--- src/rtl/inst_fetch_queue.sv ---
// ============================================================================
// Module   : inst_fetch_queue
// Brief    : Circular-buffer instruction queue between fetch and decode.
//            Flush discards all entries; head outputs read zero when empty.
// Revision : 1.0 - initial release
// ============================================================================
`default_nettype none

module inst_fetch_queue #(
    parameter int DEPTH = 8
) (
    input  logic                         clk,
    input  logic                         rst,
    input  logic                         flush,
    input  logic                         push_valid,
    output logic                         push_ready,
    input  logic [31:0]                  push_pc,
    input  logic [31:0]                  push_inst,
    input  logic                         push_addr_err,
    output logic                         out_valid,
    input  logic                         out_ready,
    output logic [31:0]                  out_pc,
    output logic [31:0]                  out_inst,
    output logic                         out_addr_err,
    output logic [$clog2(DEPTH):0]       count
);

    localparam int c_PTR_W = $clog2(DEPTH);
    localparam int c_CNT_W = c_PTR_W + 1;

    logic [c_PTR_W-1:0] r_head_q;
    logic [c_PTR_W-1:0] w_head_d;
    logic [c_PTR_W-1:0] r_tail_q;
    logic [c_PTR_W-1:0] w_tail_d;
    logic [c_CNT_W-1:0] r_count_q;
    logic [c_CNT_W-1:0] w_count_d;

    logic [31:0] r_mem_pc   [DEPTH];
    logic [31:0] r_mem_inst [DEPTH];
    logic        r_mem_err  [DEPTH];

    logic w_full;
    logic w_empty;
    logic w_push;
    logic w_pop;

    // Status derives from the count register only, so push_ready never
    // depends combinationally on out_ready.
    assign w_full  = (r_count_q == c_CNT_W'(DEPTH));
    assign w_empty = (r_count_q == '0);
    assign w_push  = push_valid && !w_full;
    assign w_pop   = !w_empty && out_ready;

    assign push_ready   = !w_full;
    assign out_valid    = !w_empty;
    assign count        = r_count_q;
    assign out_pc       = w_empty ? 32'd0 : r_mem_pc[r_head_q];
    assign out_inst     = w_empty ? 32'd0 : r_mem_inst[r_head_q];
    assign out_addr_err = w_empty ? 1'b0  : r_mem_err[r_head_q];

    always_comb begin
        w_head_d  = r_head_q;
        w_tail_d  = r_tail_q;
        w_count_d = r_count_q;
        if (flush) begin
            w_head_d  = '0;
            w_tail_d  = '0;
            w_count_d = '0;
        end else begin
            if (w_push) begin
                w_tail_d = r_tail_q + c_PTR_W'(1);
            end
            if (w_pop) begin
                w_head_d = r_head_q + c_PTR_W'(1);
            end
            if (w_push && !w_pop) begin
                w_count_d = r_count_q + c_CNT_W'(1);
            end else if (w_pop && !w_push) begin
                w_count_d = r_count_q - c_CNT_W'(1);
            end
        end
    end

    always_ff @(posedge clk) begin
        if (rst) begin
            r_head_q  <= '0;
            r_tail_q  <= '0;
            r_count_q <= '0;
        end else begin
            r_head_q  <= w_head_d;
            r_tail_q  <= w_tail_d;
            r_count_q <= w_count_d;
        end
    end

    // Storage carries no reset; empty-state masking hides stale contents.
    always_ff @(posedge clk) begin
        if (!rst && !flush && w_push) begin
            r_mem_pc[r_tail_q]   <= push_pc;
            r_mem_inst[r_tail_q] <= push_inst;
            r_mem_err[r_tail_q]  <= push_addr_err;
        end
    end

endmodule

`default_nettype wire

--- config.mk ---
export PLATFORM = sky130hd
export DESIGN_NAME = inst_fetch_queue
export DESIGN_NICKNAME = d
export VERILOG_FILES = /design/src/rtl/inst_fetch_queue.sv
export SDC_FILE = /design/constraint.sdc
export NUM_CORES = 1
export LEC_CHECK = 0
export ABC_AREA = 1
export BUFFER_PORTS_ARGS = -buffer_cell sky130_fd_sc_hd__buf_2
export CAP_MARGIN = 5
export CORE_MARGIN = 1.5
export CORE_UTILIZATION = 40
export CTS_BUF_LIST = sky130_fd_sc_hd__clkbuf_8
export DETAILED_ROUTE_END_ITERATION = 16
export GPL_TIMING_DRIVEN = 0
export SYNTH_ARGS = -nofsm -noshare
export SYNTH_HDL_FRONTEND = slang
export SYNTH_SLANG_ARGS = --single-unit
export TNS_END_PERCENT = 50
--- constraint.sdc ---
create_clock -name clk -period 3.8 [get_ports clk]
set_input_delay 0.19 -clock clk [delete_from_list [all_inputs] [get_ports clk]]
set_output_delay 0.19 -clock clk [all_outputs]
set_load 0.05 [all_outputs]
==> metrics, run 1 <==
Core Region=around 54,000 um2; largest net degree at the start of global routing=29; Tot GR Track Use=0.200; pins over their slew limit=0; Starting Density=0.407; Final #Nets=2,348; commonest non-fill, non-tap cell in the layout=edfxtp_1; Post-Layout Cell Count=3,040; DIE WIDTH=237 um; count of final setup violators=0; H-tree levels=3; status=finished clean; Residual DRC=0; Vert. Die Dim=237 um; later-pin clock latency in the skew report=0.67 ns; slew margin rel.=0.359; sequential area share after synthesis=0.722; worst hold slack=0.143 ns; Hold Crit Class=in2reg; Fmax achieved=306 MHz; Hold Path Stages=4; highest metal used=met5; CP Cell Sequence=buf_2, clkbuf_1, o21ai_0, o21ai_1, nor2_1, nor2_1, buf_2; first-pass GRT wire length=85.5 mm; Num Clock Sinks=approximately 530; register bit count reported by yosys=533; clock slew at reported path FFs=0.06 ns; drt first pass iters=5; Port-buffer cells=140; critical path arrival=between 3 and 4 ns; ANT cells=0; Ys Warns=0; WL/cell=18.4 um; worst slack, placed=0.795 ns; share of layout cells above drive strength 1=0.141; syn_nets=2,032; VDD IR max=242 uV; initial antenna violation count=4; max_cap viols=0; Worst setup SP type=register; Post-CTS Resized=0; Reg2Reg Capture Point=r_mem_pc[7][23]$_DFFE_PP_; CTS tree=done; Vias/cell=about 4.9; Final ANT Viol Nets=0; Setup Skew=between 0.03 and 0.04 ns; area grow syn2layout=19.4%; Pwr Total=0.0132 W; Post-Synthesis Cells=a little under 2,000; remaining global-route overflow=0; Root Driver=clkbuf_8; Post-Syn Area=22,000 um2; die area=56,400 um2; Final Critical Period=3.27 ns; RSZ-0062 raised after global routing=false; pwr dens=504 nW/um2; Fillers=4,882; placed cell count=2,809; Reg-to-Reg Start=count[1]$_SDFFE_PP0P_; wl on met1=24.2 mm; setup_tns=0 ns; Inserted Clock Buffers=90; post-CTS setup buffer count=0; initial DRC count=978; vias=around 15,000; synthesized area per cell=11.2 um2; Boundary Pins=141; library cells used by synthesis=20; leakage power=10.3 nW; Worst Hold Path EP=count[1]$_SDFFE_PP0P_; DP Wirelength=35.8 mm; CP Class=reg2out; wire length on met2=27.4 mm; crit end category=output pin; routed wl met3=2.99 mm; final setup margin=0.533 ns; final hold vios=0; Post-Route WL=55.9 mm; CP Data Required Time=3.61 ns; vias in the first global route=about 15,000; worst-path fanout max=10; Worst Max-Slew Pin Slew=0.961 ns; maximum clock insertion buffer count=3; final critical-path share of the clock period=0.860; CP max-delay cell=dfxtp_1; most frequent cells in the layout=520 x edfxtp_1, 475 x nand2_1, 332 x nor2_1; cell count of the worst reg-to-reg path=8; Crit path largest cell delay=0.52 ns; worst reg-to-reg setup slack=0.87 ns; RD Place Congestion=0.807; row cnt=85; Hold Path Origin=rst
[layout make-up]
cell class / count / area, um2 / share of cell area
inverters: 144 / 546 / 0.0208
well taps: 696 / 871 / 0.0332
plain buffers: 107 / 643 / 0.0245
flip-flops and latches: 533 / 15900 / 0.605
repair buffers: 224 / 1730 / 0.0658
clock buffers: 95 / 1310 / 0.0498
clock inverters: 69 / 304 / 0.0116
multi-input cells: 1172 / 4970 / 0.190
[worst max-delay path, delay by kind of cell (launching register included)]
family	cells	cell delay, ns
buffers and inverters	3	1.21
flip-flops	1	0.52
AO/OA/AOI/OAI	2	0.31
AND/OR/NAND/NOR	2	0.38
[how the worst max path moves through the flow]
| stage | from | slack [ns] | to |
|---|---|---|---|
| 2_1_floorplan | count[1]$_SDFFE_PP0P_ | -0.11 | r_mem_err[1]$_DFFE_PP_ |
| 3_3_place_gp | flush | -1.05 | r_mem_inst[6][9]$_DFFE_PP_ |
| 3_5_place_dp | flush | 0.79 | r_mem_inst[7][6]$_DFFE_PP_ |
| 4_1_cts | count[1]$_SDFFE_PP0P_ | 0.51 | out_pc[27] |
| 5_1_grt | register | 0.37 | out_pc[27] |
| 6_report | register | 0.53 | out_pc[27] |
[per-layer routing]
layer	up-vias	track usage
li1	7221	-
met1	7182	0.259
met2	446	0.341
met3	97	0.0353
met4	6	0.0672
met5	-	0
[report_power, final]
part | switching [W] | internal [W]
Combinational | 0.00162 | 0.000496
Clock | 0.00223 | 0.00237
Sequential | 0.0000185 | 0.00650
[state kept, by name (all words and copies together) (netlist names), named ones only]
register	cells
r_mem_pc	256
r_tail_q	3
r_head_q	3
r_mem_err	8
count	4
r_mem_inst	256
[timing repair]
action                                  CTS  global route
endpoints found under the setup margin    0             0
hold endpoints to repair                529             0
hold buffers                             67             0
[stage by stage]
stage	instance area [um2]	utilization
after global routing	26200	0.486
after floorplan	22000	-
after detailed placement	24000	0.444
after global placement	23600	0.436
after CTS	26200	0.486
final	26200	0.486
[kinds of logic after synthesis]
family	after synthesis	share of synthesized area
adders and majority gates	6	0.00376
AOI/OAI and AO/OA	205	0.0467
DFF	533	0.722
and+or+nand+nor	957	0.172
xor gates and xnor gates	4	0.00159
buffers and inverters	251	0.0541
[synthesized netlist by cell type (all sizes together)]
cell type / count / area [um2]
nand2: 475 / 1780
ha: 5 / 62.6
clkbuf: 47 / 176
o21ai: 197 / 986
fa: 1 / 20.0
xor2: 4 / 35.0
or2: 1 / 6.26
buf: 60 / 467
nor2: 340 / 1280
inv: 144 / 546
a21oi: 8 / 40.0
edfxtp: 520 / 15600
nand3: 141 / 706
dfxtp: 13 / 260
Note: power is estimated with default switching activity, not from simulation.
==> inputs of run 2 (changes only) <==
--- a/config.mk
+++ b/config.mk
@@ -8,6 +8,7 @@
 export ABC_AREA = 1
 export BUFFER_PORTS_ARGS = -buffer_cell sky130_fd_sc_hd__buf_2
 export CAP_MARGIN = 5
+export CORE_ASPECT_RATIO = 0.6
 export CORE_MARGIN = 1.5
 export CORE_UTILIZATION = 40
 export CTS_BUF_LIST = sky130_fd_sc_hd__clkbuf_8
==> metrics, run 2 (synthesis gave the netlist of run 1 again) <==
slew margin rel.=0.376 (was 0.359); Fmax achieved=309 MHz (was 306 MHz); maximum clock insertion buffer count=3 (unchanged); Core Region=54,300 um2 (was 54,000 um2); critical path arrival=3.05 ns (was 3.08 ns); Final ANT Viol Nets=0 (unchanged); pins over their slew limit=0 (unchanged); worst slack, placed=0.811 ns (was 0.795 ns); Hold Crit Class=in2reg (unchanged); clock slew at reported path FFs=0.06 ns (about the same); RD Place Congestion=0.766 (was 0.807); area grow syn2layout=19.1% (was 19.4%); final instance area=26,200 um2 (about the same); H-tree levels=3 (unchanged); crit path capture=out_inst[15] (was out_pc[27]); Post-CTS Resized=0 (unchanged); Starting Density=0.405 (was 0.407); drt first pass iters=5 (unchanged); Worst setup SP type=register (unchanged); worst reg-to-reg setup slack=0.88 ns (was 0.87 ns); Port-buffer cells=140 (unchanged); pwr dens=498 nW/um2 (was 504 nW/um2); final hold vios=0 (unchanged); Num Clock Sinks=533 (unchanged); count of final setup violators=0 (unchanged); Final #Nets=2,340 (was 2,348); Tot GR Track Use=0.203 (was 0.200); Residual DRC=0 (unchanged); Post-Layout Cell Count=3,038 (was 3,040); worst-path fanout max=10 (unchanged); Worst Max-Slew Pin Slew=0.934 ns (was 0.961 ns); final critical-path share of the clock period=0.853 (was 0.860); later-pin clock latency in the skew report=0.64 ns (was 0.67 ns); CP Data Required Time=3.61 ns (about the same); Setup Skew=0.0166 ns (was 0.0329 ns); Largest regs=r_mem_inst x256, r_mem_pc x256, r_mem_err x8 (unchanged); first-pass GRT wire length=86.2 mm (was 85.5 mm); CP Class=reg2out (unchanged); vias in the first global route=14,700 (was 14,900); Inserted Clock Buffers=81 (was 90); Vias/cell=4.96 (was 4.92); commonest non-fill, non-tap cell in the layout=edfxtp_1 (unchanged); DP Wirelength=37.2 mm (was 35.8 mm); final setup margin=0.559 ns (was 0.533 ns); Reg-to-Reg Start=count[0]$_SDFFE_PP0P_ (was count[1]$_SDFFE_PP0P_); initial DRC count=1,298 (was 978); status=finished clean (unchanged); most frequent cells in the layout=520 x edfxtp_1, 475 x nand2_1, 332 x nor2_1 (unchanged); Post-Route WL=57.0 mm (was 55.9 mm); largest net degree at the start of global routing=27 (was 29); share of layout cells above drive strength 1=0.139 (was 0.141); VDD IR max=219 uV (was 242 uV); initial antenna violation count=2 (was 4); row cnt=66 (was 85); RSZ-0062 raised after global routing=false (unchanged); die area=56,400 um2 (about the same); Root Driver=clkbuf_8 (unchanged); Boundary Pins=141 (unchanged); vias=15,100 (was 15,000); leakage power=10.3 nW (about the same); crit end category=output pin (unchanged); setup_tns=0 ns (unchanged); Reg2Reg Capture Point=r_mem_inst[3][1]$_DFFE_PP_ (was r_mem_pc[7][23]$_DFFE_PP_); DIE WIDTH=306 um (was 237 um); CTS tree=done (unchanged); max_cap viols=0 (unchanged); WL/cell=18.7 um (was 18.4 um); Final Critical Period=3.24 ns (was 3.27 ns); remaining global-route overflow=0 (unchanged); ANT cells=0 (unchanged); placed cell area=24,000 um2 (about the same); cell count of the worst reg-to-reg path=8 (unchanged); placed cell count=2,828 (was 2,809); Vert. Die Dim=185 um (was 237 um)
[run 2: cell types whose count changed in the layout (fill, tap and decap cells not counted)]
cell and change:
inv_1 -7, buf_12 -2, clkinvlp_4 -1, clkbuf_8 -6
clkinv_1 -5, buf_16 +3, clkinv_2 -2
[run 2: cell type report]
class,instances,area (um2)
fill,4841,28100
sequential,533,15900
multi-input combinational,1172,4970
timing repair buffer,225,1770
clock buffer,89,1220
tap,714,893
buffer,107,643
inverter,144,546
clock inverter,54,241
[run 2: worst min-delay path by stage]
| stage | startpoint | to | cells after the start |
|---|---|---|---|
| final | rst | r_tail_q[2]$_SDFFE_PP0P_ | 4 |
| after detailed placement | push_inst[31] | r_mem_inst[5][31]$_DFFE_PP_ | 1 |
| after global routing | rst | r_tail_q[2]$_SDFFE_PP0P_ | 4 |
| after CTS | rst | r_tail_q[2]$_SDFFE_PP0P_ | 4 |
| after global placement | push_inst[27] | r_mem_inst[7][27]$_DFFE_PP_ | 1 |
| after floorplan | push_addr_err | r_mem_err[0]$_DFFE_PP_ | 0 |
[run 2: per-stage QoR]
step | utilization | total power [W] | hold slack (ns)
after CTS | 0.482 | 0.0131 | 0.123
after global routing | 0.482 | 0.0135 | 0.213
after floorplan | - | 0.00801 | 0.289
final | 0.482 | 0.0130 | 0.154
after global placement | 0.435 | 0.00869 | 0.453
after detailed placement | 0.443 | 0.00871 | 0.458
[run 2: power breakdown]
part	internal, W	switching, W	leakage (nW)
sequential	0.00650	0.0000186	4.79
clock	0.00221	0.00218	0.857
combinational	0.000498	0.00162	4.62
total	0.00920	0.00382	10.3
[run 2: repair_timing]
item	in CTS	in global routing
endpoints found under the hold margin	529	0
hold buffers	67	0
endpoints found under the setup margin	0	0
setup buffers	0	0
[run 2: routing by layer]
layer  wire [um]  track usage  up-vias
met4        1310       0.0627        2
met5          13            0        -
met2       25100        0.313      519
met1       26300        0.292     7247
met3        4200       0.0374      108
li1            -            -     7191
[run 2: critical path: stages, from the launching register on]
cell	delay, ns
dfxtp_1	0.55
buf_2	0.40
clkbuf_1	0.46
o21ai_0	0.17
o21ai_1	0.14
nor2_1	0.07
nor2_1	0.29
buf_2	0.33
